==> src/rtl/mult_div_unit_if.sv <==
// Request/response bundle between the CPU control unit and the MULT/DIV engine.
// Latency: none, this only carries wires.
// Backpressure: none; the master issues start only while busy/done are low.
interface mult_div_unit_if #(
  parameter int WIDTH = 32
);
  logic             start;
  logic             op;
  logic [WIDTH-1:0] a;
  logic [WIDTH-1:0] b;
  logic [WIDTH-1:0] hi;
  logic [WIDTH-1:0] lo;
  logic             busy;
  logic             done;
  logic             div0;

  modport master (
    output start, op, a, b,
    input  hi, lo, busy, done, div0
  );

  modport slave (
    input  start, op, a, b,
    output hi, lo, busy, done, div0
  );
endinterface

==> src/rtl/mult_div_unit.sv <==
// Multicycle signed MULT (radix-2 Booth) / DIV (restoring, magnitude + sign fix-up) into HI/LO.
// Latency: WIDTH+1 edges from the accepted start edge to done; divide-by-zero reports after 1 edge.
// Backpressure: start is honoured only in IDLE; starts while busy or done are dropped, never queued.
module mult_div_unit #(
  parameter int WIDTH = 32
) (
  input  logic           clk,
  input  logic           reset,
  mult_div_unit_if.slave bus
);

  localparam int CW = $clog2(WIDTH) + 1;

  typedef enum logic [1:0] {
    IDLE     = 2'd0,
    MULT_RUN = 2'd1,
    DIV_RUN  = 2'd2,
    DONE     = 2'd3
  } state_t;

  state_t             state_q;
  // MULT: {A, Q, Q-1}.  DIV: {R (WIDTH+1 bits), Q}.
  logic [2*WIDTH:0]   acc_q;
  // MULT: multiplicand.  DIV: divisor magnitude.
  logic [WIDTH-1:0]   m_q;
  logic [CW-1:0]      cnt_q;
  logic               neg_quo_q;
  logic               neg_rem_q;
  logic [WIDTH-1:0]   hi_q;
  logic [WIDTH-1:0]   lo_q;
  logic               busy_q;
  logic               done_q;
  logic               div0_q;

  logic [WIDTH:0]     booth_sum;
  logic [2*WIDTH:0]   booth_d;
  logic [WIDTH:0]     div_shift;
  logic [WIDTH:0]     div_trial;
  logic [2*WIDTH:0]   div_d;
  logic [WIDTH-1:0]   quo_res;
  logic [WIDTH-1:0]   rem_res;
  logic [WIDTH-1:0]   a_mag;
  logic [WIDTH-1:0]   b_mag;

  assign bus.hi   = hi_q;
  assign bus.lo   = lo_q;
  assign bus.busy = busy_q;
  assign bus.done = done_q;
  assign bus.div0 = div0_q;

  // One Booth step and one restoring-division step, plus operand magnitudes and final sign fix-up.
  always_comb begin
    // A is sign-extended by one bit so that subtracting the most negative multiplicand cannot overflow.
    booth_sum = {acc_q[2*WIDTH], acc_q[2*WIDTH:WIDTH+1]};
    case (acc_q[1:0])
      2'b01:   booth_sum = booth_sum + {m_q[WIDTH-1], m_q};
      2'b10:   booth_sum = booth_sum - {m_q[WIDTH-1], m_q};
      default: booth_sum = booth_sum;
    endcase
    // Arithmetic shift right of {A, Q, Q-1}; the extra sum bit supplies the true sign.
    booth_d = {booth_sum, acc_q[WIDTH:1]};

    // Shift {R, Q} left by one, then try subtracting the divisor from R.
    div_shift = acc_q[2*WIDTH-1:WIDTH-1];
    div_trial = div_shift - {1'b0, m_q};
    if (!div_trial[WIDTH]) begin
      div_d = {div_trial, acc_q[WIDTH-2:0], 1'b1};
    end else begin
      div_d = {div_shift, acc_q[WIDTH-2:0], 1'b0};
    end

    // Quotient truncates toward zero; remainder follows the dividend's sign.
    quo_res = neg_quo_q ? -div_d[WIDTH-1:0]       : div_d[WIDTH-1:0];
    rem_res = neg_rem_q ? -div_d[2*WIDTH-1:WIDTH] : div_d[2*WIDTH-1:WIDTH];

    // Unsigned magnitudes; the most negative value maps to 2^(WIDTH-1) correctly.
    a_mag = bus.a[WIDTH-1] ? -bus.a : bus.a;
    b_mag = bus.b[WIDTH-1] ? -bus.b : bus.b;
  end

  // Control FSM with registered outputs; reset aborts any run and discards partial state.
  always_ff @(posedge clk) begin
    if (reset) begin
      state_q   <= IDLE;
      acc_q     <= '0;
      m_q       <= '0;
      cnt_q     <= '0;
      neg_quo_q <= 1'b0;
      neg_rem_q <= 1'b0;
      hi_q      <= '0;
      lo_q      <= '0;
      busy_q    <= 1'b0;
      done_q    <= 1'b0;
      div0_q    <= 1'b0;
    end else begin
      case (state_q)
        IDLE: begin
          done_q <= 1'b0;
          if (bus.start) begin
            cnt_q  <= '0;
            div0_q <= 1'b0;
            if (!bus.op) begin
              acc_q   <= {{WIDTH{1'b0}}, bus.b, 1'b0};
              m_q     <= bus.a;
              busy_q  <= 1'b1;
              state_q <= MULT_RUN;
            end else if (bus.b != '0) begin
              acc_q     <= {{(WIDTH+1){1'b0}}, a_mag};
              m_q       <= b_mag;
              neg_quo_q <= bus.a[WIDTH-1] ^ bus.b[WIDTH-1];
              neg_rem_q <= bus.a[WIDTH-1];
              busy_q    <= 1'b1;
              state_q   <= DIV_RUN;
            end else begin
              // Divide by zero: report immediately, HI/LO keep their old contents.
              div0_q  <= 1'b1;
              done_q  <= 1'b1;
              state_q <= DONE;
            end
          end
        end
        MULT_RUN: begin
          acc_q <= booth_d;
          cnt_q <= cnt_q + CW'(1);
          if (cnt_q == CW'(WIDTH - 1)) begin
            hi_q    <= booth_d[2*WIDTH:WIDTH+1];
            lo_q    <= booth_d[WIDTH:1];
            busy_q  <= 1'b0;
            done_q  <= 1'b1;
            state_q <= DONE;
          end
        end
        DIV_RUN: begin
          acc_q <= div_d;
          cnt_q <= cnt_q + CW'(1);
          if (cnt_q == CW'(WIDTH - 1)) begin
            hi_q    <= rem_res;
            lo_q    <= quo_res;
            busy_q  <= 1'b0;
            done_q  <= 1'b1;
            state_q <= DONE;
          end
        end
        default: begin
          // DONE: single-cycle done pulse, any start here is dropped.
          done_q  <= 1'b0;
          state_q <= IDLE;
        end
      endcase
    end
  end

endmodule

==> src/flat_wrapper.sv <==
// flat-port wrapper written by rule: the top's interface ports become plain ports
module mult_div_unit_flat 
#(
  parameter int WIDTH = 32
)
  (clk, reset, bus_start, bus_op, bus_a, bus_b, bus_hi, bus_lo, bus_busy, bus_done, bus_div0);
  mult_div_unit_if #(.WIDTH(WIDTH)) bus_i ();
  input  logic clk;
  input  logic reset;
  input wire logic [$bits(bus_i.start)-1:0] bus_start;
  input wire logic [$bits(bus_i.op)-1:0] bus_op;
  input wire logic [$bits(bus_i.a)-1:0] bus_a;
  input wire logic [$bits(bus_i.b)-1:0] bus_b;
  output wire logic [$bits(bus_i.hi)-1:0] bus_hi;
  output wire logic [$bits(bus_i.lo)-1:0] bus_lo;
  output wire logic [$bits(bus_i.busy)-1:0] bus_busy;
  output wire logic [$bits(bus_i.done)-1:0] bus_done;
  output wire logic [$bits(bus_i.div0)-1:0] bus_div0;
  assign bus_i.start = bus_start;
  assign bus_i.op = bus_op;
  assign bus_i.a = bus_a;
  assign bus_i.b = bus_b;
  assign bus_hi = bus_i.hi;
  assign bus_lo = bus_i.lo;
  assign bus_busy = bus_i.busy;
  assign bus_done = bus_i.done;
  assign bus_div0 = bus_i.div0;
  mult_div_unit #(.WIDTH(WIDTH)) u_core (.clk(clk), .reset(reset), .bus(bus_i));
endmodule
==> config.mk <==
export PLATFORM = sky130hd
export DESIGN_NAME = mult_div_unit_flat
export DESIGN_NICKNAME = d
export VERILOG_FILES = /design/src/rtl/mult_div_unit_if.sv /design/src/rtl/mult_div_unit.sv /design/src/flat_wrapper.sv
export SDC_FILE = /design/constraint.sdc
export NUM_CORES = 1
export LEC_CHECK = 0
export CORE_MARGIN = 3
export CORE_UTILIZATION = 44
export CTS_BUF_LIST = sky130_fd_sc_hd__clkbuf_4 sky130_fd_sc_hd__clkbuf_8
export DETAILED_ROUTE_END_ITERATION = 10
export HOLD_SLACK_MARGIN = 0.06
export PLACE_DENSITY = 0.63
export SYNTH_ARGS = -nofsm -noshare
export SYNTH_HDL_FRONTEND = slang
export SYNTH_SLANG_ARGS = --single-unit
export TNS_END_PERCENT = 1
==> constraint.sdc <==
create_clock -name clk -period 9.5 [get_ports clk]
set_clock_uncertainty 0.2 [all_clocks]
set_input_delay 1.425 -clock clk [delete_from_list [all_inputs] [get_ports clk]]
set_output_delay 1.425 -clock clk [all_outputs]
set_load 0.005 [all_outputs]
==> impl_metrics.ini <==
[clocking]
cts-htree-levels = 4
cts_setup_buffers = 0
root_buffer = clkbuf_8
clk_pin_slew_worst_paths_ps = 120
hold_buffers = 0
cts_tree = built
cts.sinks = 174
clock_path_buffers = 2
clk_latency_ps = 530
cts_resized = 0
cts_buffers = 17

[pwr]
p_leak_uw = 0.00663
powerDensity_mw_per_mm2 = 192
ir_drop_uv = 112

[synth]
synthMuxAreaShare_pct = 2.42
ys_seq_elements = 174
synthAdderAreaFrac_pct = 6.20
ys_warn_count = 0
synth-xor-area-share_pct = 9.31
syn-cell-area_mm2 = 0.0162
synth_cell_type_count = 95
synth.top_cell.area_share_pct = 21.5
syn_nets = 2403
synth_top_family_by_area = compound AO/OA/AOI/OAI gates
synth_top_area_cell = dfxtp_1
synth_compound_area_share_pct = 31.3
synth_simple_gate_area_share_pct = 23.3
synth_edf_count = 0
syn_avg_cell_area_um2 = 7.17
synth_area_leaders = dfxtp_1, nor2_1, a21oi_1
synth_seq_area_share_pct = 21.5
synthFlopType = dfxtp_1
synth-async-reset-ratio_pct = 0
syn_inst = 2256

[worst_setup_path]
crit_path_frequent_cell = nand2_1
crit_path_max_incr_delay_ps = 580
critPathKind = reg -> reg
r2r-start = u_core.m_q[20]$_SDFFE_PP0P_
crit_path_start_kind = register
cp_data_required_time_ps = 9740
worstPathArrival_ps = 7360
cpMaxStageDelayCell = or4_4
cp_top_family = compound AO/OA/AOI/OAI gates
critPathBufInv = 2
setup.worst_path.start = u_core.m_q[20]$_SDFFE_PP0P_
crit_path_max_fanout = 61
cp-end-kind = register

[sta]
max_slew_margin_pct = 15.7
hold_viol = 0
setup_viol_count_final = 0
final.setup.tns_ps = 0
slew_viol_final = 0
timing.final.crit_share_pct = 74.9
layout_min_cycle_time_ps = 7120
setup_ws_ps = 2380
worst_pin_slew_ps = 1260
max_clock_freq_ghz = 0.140
rsz0062_at_grt = false

[place]
place_ws_ps = 2490
dp_hpwl_um = 45400
routabilityCongestion = 0.939
dpl-instance-area_mm2 = 0.0176
portBuffers = 134

[floorplanning]
die_x_um = 198
start_util_pct = 45.0
core_mm2 = 0.0359
dieArea_mm2 = 0.0391
num_rows = 69
top_level_ports = 135
die_h_um = 198

[finish]
final-seq-area_mm2 = 0.00348
syn_to_final_growth_pct = 11.5
nets = 2401
multiInputGateArea_mm2 = 0.0118
fillers = 3566
design_area_mm2 = 0.0180
drive_gt1_share_pct = 4.94
n_antenna_cell = 0

[drt]
viasPerCell = 6.29
routed_wl_um = 59700
ant_nets = 0
drtPass1Iterations = 5
wl_per_cell_um = 21.9
vias = 17150
drc = 0
drt-initial-drc-count = 1404

[grt]
grt-ovfl-total = 0
grt_pass1_vias = 16080
grt_usage_pct = 30.1
grt_start_max_net_pins = 103
grt_antenna_before_repair = 0
grt_pass1_wl_um = 92600

[job]
maxCapViolCount = 0

[run_status]
status = finished, final reports clean

[hold_path]
hp-class = reg -> reg
min_from = u_core.bus.hi[16]$_SDFFE_PP0P_
synthesized netlist by cell type, types with 5 or more instances:
cell	count
xnor2_1	71
nor2_1	313
o31a_1	7
mux2i_1	20
o41ai_1	22
a21o_1	24
nor2b_1	27
a211o_1	9
buf_1	12
nand2b_1	25
inv_1	64
o21a_1	19
nor4_1	14
o22ai_1	5
or4_1	14
a211oi_1	131
a21oi_1	211
and3_1	17
a221oi_1	12
nand3b_1	8
a41oi_1	7
ha_1	77
o211ai_1	29
nor3_1	42
or3_1	25
xor2_1	101
a22o_1	14
a311oi_1	5
dfxtp_1	174
mux2_2	17
a31oi_1	31
o31ai_1	27
and2_1	13
a22oi_1	43
buf_2	16
nand3_1	47
or2_2	9
nand2_1	189
o21ai_0	88
clkbuf_1	144
nand4_1	32
cell families (layout without fill, tap and decap cells):
kind of cell | Yosys count | after routing
compound gates | 747 | 747
xor+xnor | 172 | 172
fa+ha+maj | 79 | 79
buf+inv | 244 | 255
flops | 174 | 174
mux | 37 | 37
simple gates | 803 | 803
registers in the layout (all words and copies together) (netlist names):
signal and flops:
u_core.m_q 32, u_core.acc_q 65, u_core.bus.hi 32, u_core.neg_rem_q 1
u_core.state_q 2, u_core.bus.done 1, u_core.bus.busy 1, u_core.bus.lo 32
u_core.bus.div0 1, u_core.cnt_q 6, u_core.neg_quo_q 1
layer usage:
| layer | vias to the layer above | wire length (µm) | track usage, % |
|---|---|---|---|
| met4 | 0 | 2420 | 12.5 |
| li1 | 8249 | - | - |
| met2 | 611 | 27800 | 50.0 |
| met1 | 8175 | 25800 | 39.6 |
| met5 | - | 0 | 0 |
| met3 | 115 | 3730 | 3.93 |
cell usage in the layout, fill, tap and decap left out, types with 27 or more instances in the layout:
| cell | n |
|---|---|
| o21ai_0 | 87 |
| a211oi_1 | 131 |
| inv_1 | 64 |
| a22oi_1 | 43 |
| nor2_1 | 313 |
| nand4_1 | 32 |
| ha_1 | 73 |
| dfxtp_1 | 174 |
| a21oi_1 | 211 |
| nand2_1 | 188 |
| nor2b_1 | 27 |
| o31ai_1 | 27 |
| xor2_1 | 101 |
| nor3_1 | 42 |
| clkdlybuf4s50_1 | 132 |
| nand3_1 | 46 |
| o211ai_1 | 29 |
| xnor2_1 | 71 |
| a31oi_1 | 30 |
layout make-up:
| type | count | area share (%) |
|---|---|---|
| clock buffer | 17 | 1.30 |
| clock inverter | 15 | 1.08 |
| inverter | 68 | 1.41 |
| multi-input combinational | 1838 | 65.4 |
| sequential | 174 | 19.3 |
| tap | 461 | 3.20 |
| timing repair buffer | 155 | 8.28 |
final timing paths:
| path | end | slack [ps] | cells past startpoint |
|---|---|---|---|
| worst max register to register | u_core.bus.hi[26]$_SDFFE_PP0P_ | 2380 | 25 |
| worst max-delay path | u_core.bus.hi[26]$_SDFFE_PP0P_ | 2380 | 25 |
| worst min register to register | u_core.bus.hi[16]$_SDFFE_PP0P_ | 270 | 2 |
| worst min-delay path | u_core.bus.hi[16]$_SDFFE_PP0P_ | 270 | 2 |
tightest hold or removal path, stage by stage, from the launching register on:
cell	delay (ps)
dfxtp_1	330
nand2_1	50
a21oi_1	50
power breakdown:
group / switching [µW] / leakage [µW] / total [µW] / internal (µW)
clock: 352 / 0.000212 / 578 / 226
sequential: 154 / 0.00142 / 991 / 837
combinational: 1190 / 0.00500 / 1890 / 696
total: 1700 / 0.00663 / 3460 / 1760
stage by stage:
step | total power (µW) | cells | hold WS, ps | utilization (%)
after global routing | 3690 | 2728 | 287 | 50.2
after floorplan | 2240 | 2256 | 248 | -
after detailed placement | 2870 | 2696 | 253 | 49.0
after global placement | 2850 | 2696 | 241 | 49.0
final | 3460 | 2728 | 270 | 50.2
after CTS | 3450 | 2728 | 269 | 50.2
Power figures use the tool's default switching activity.
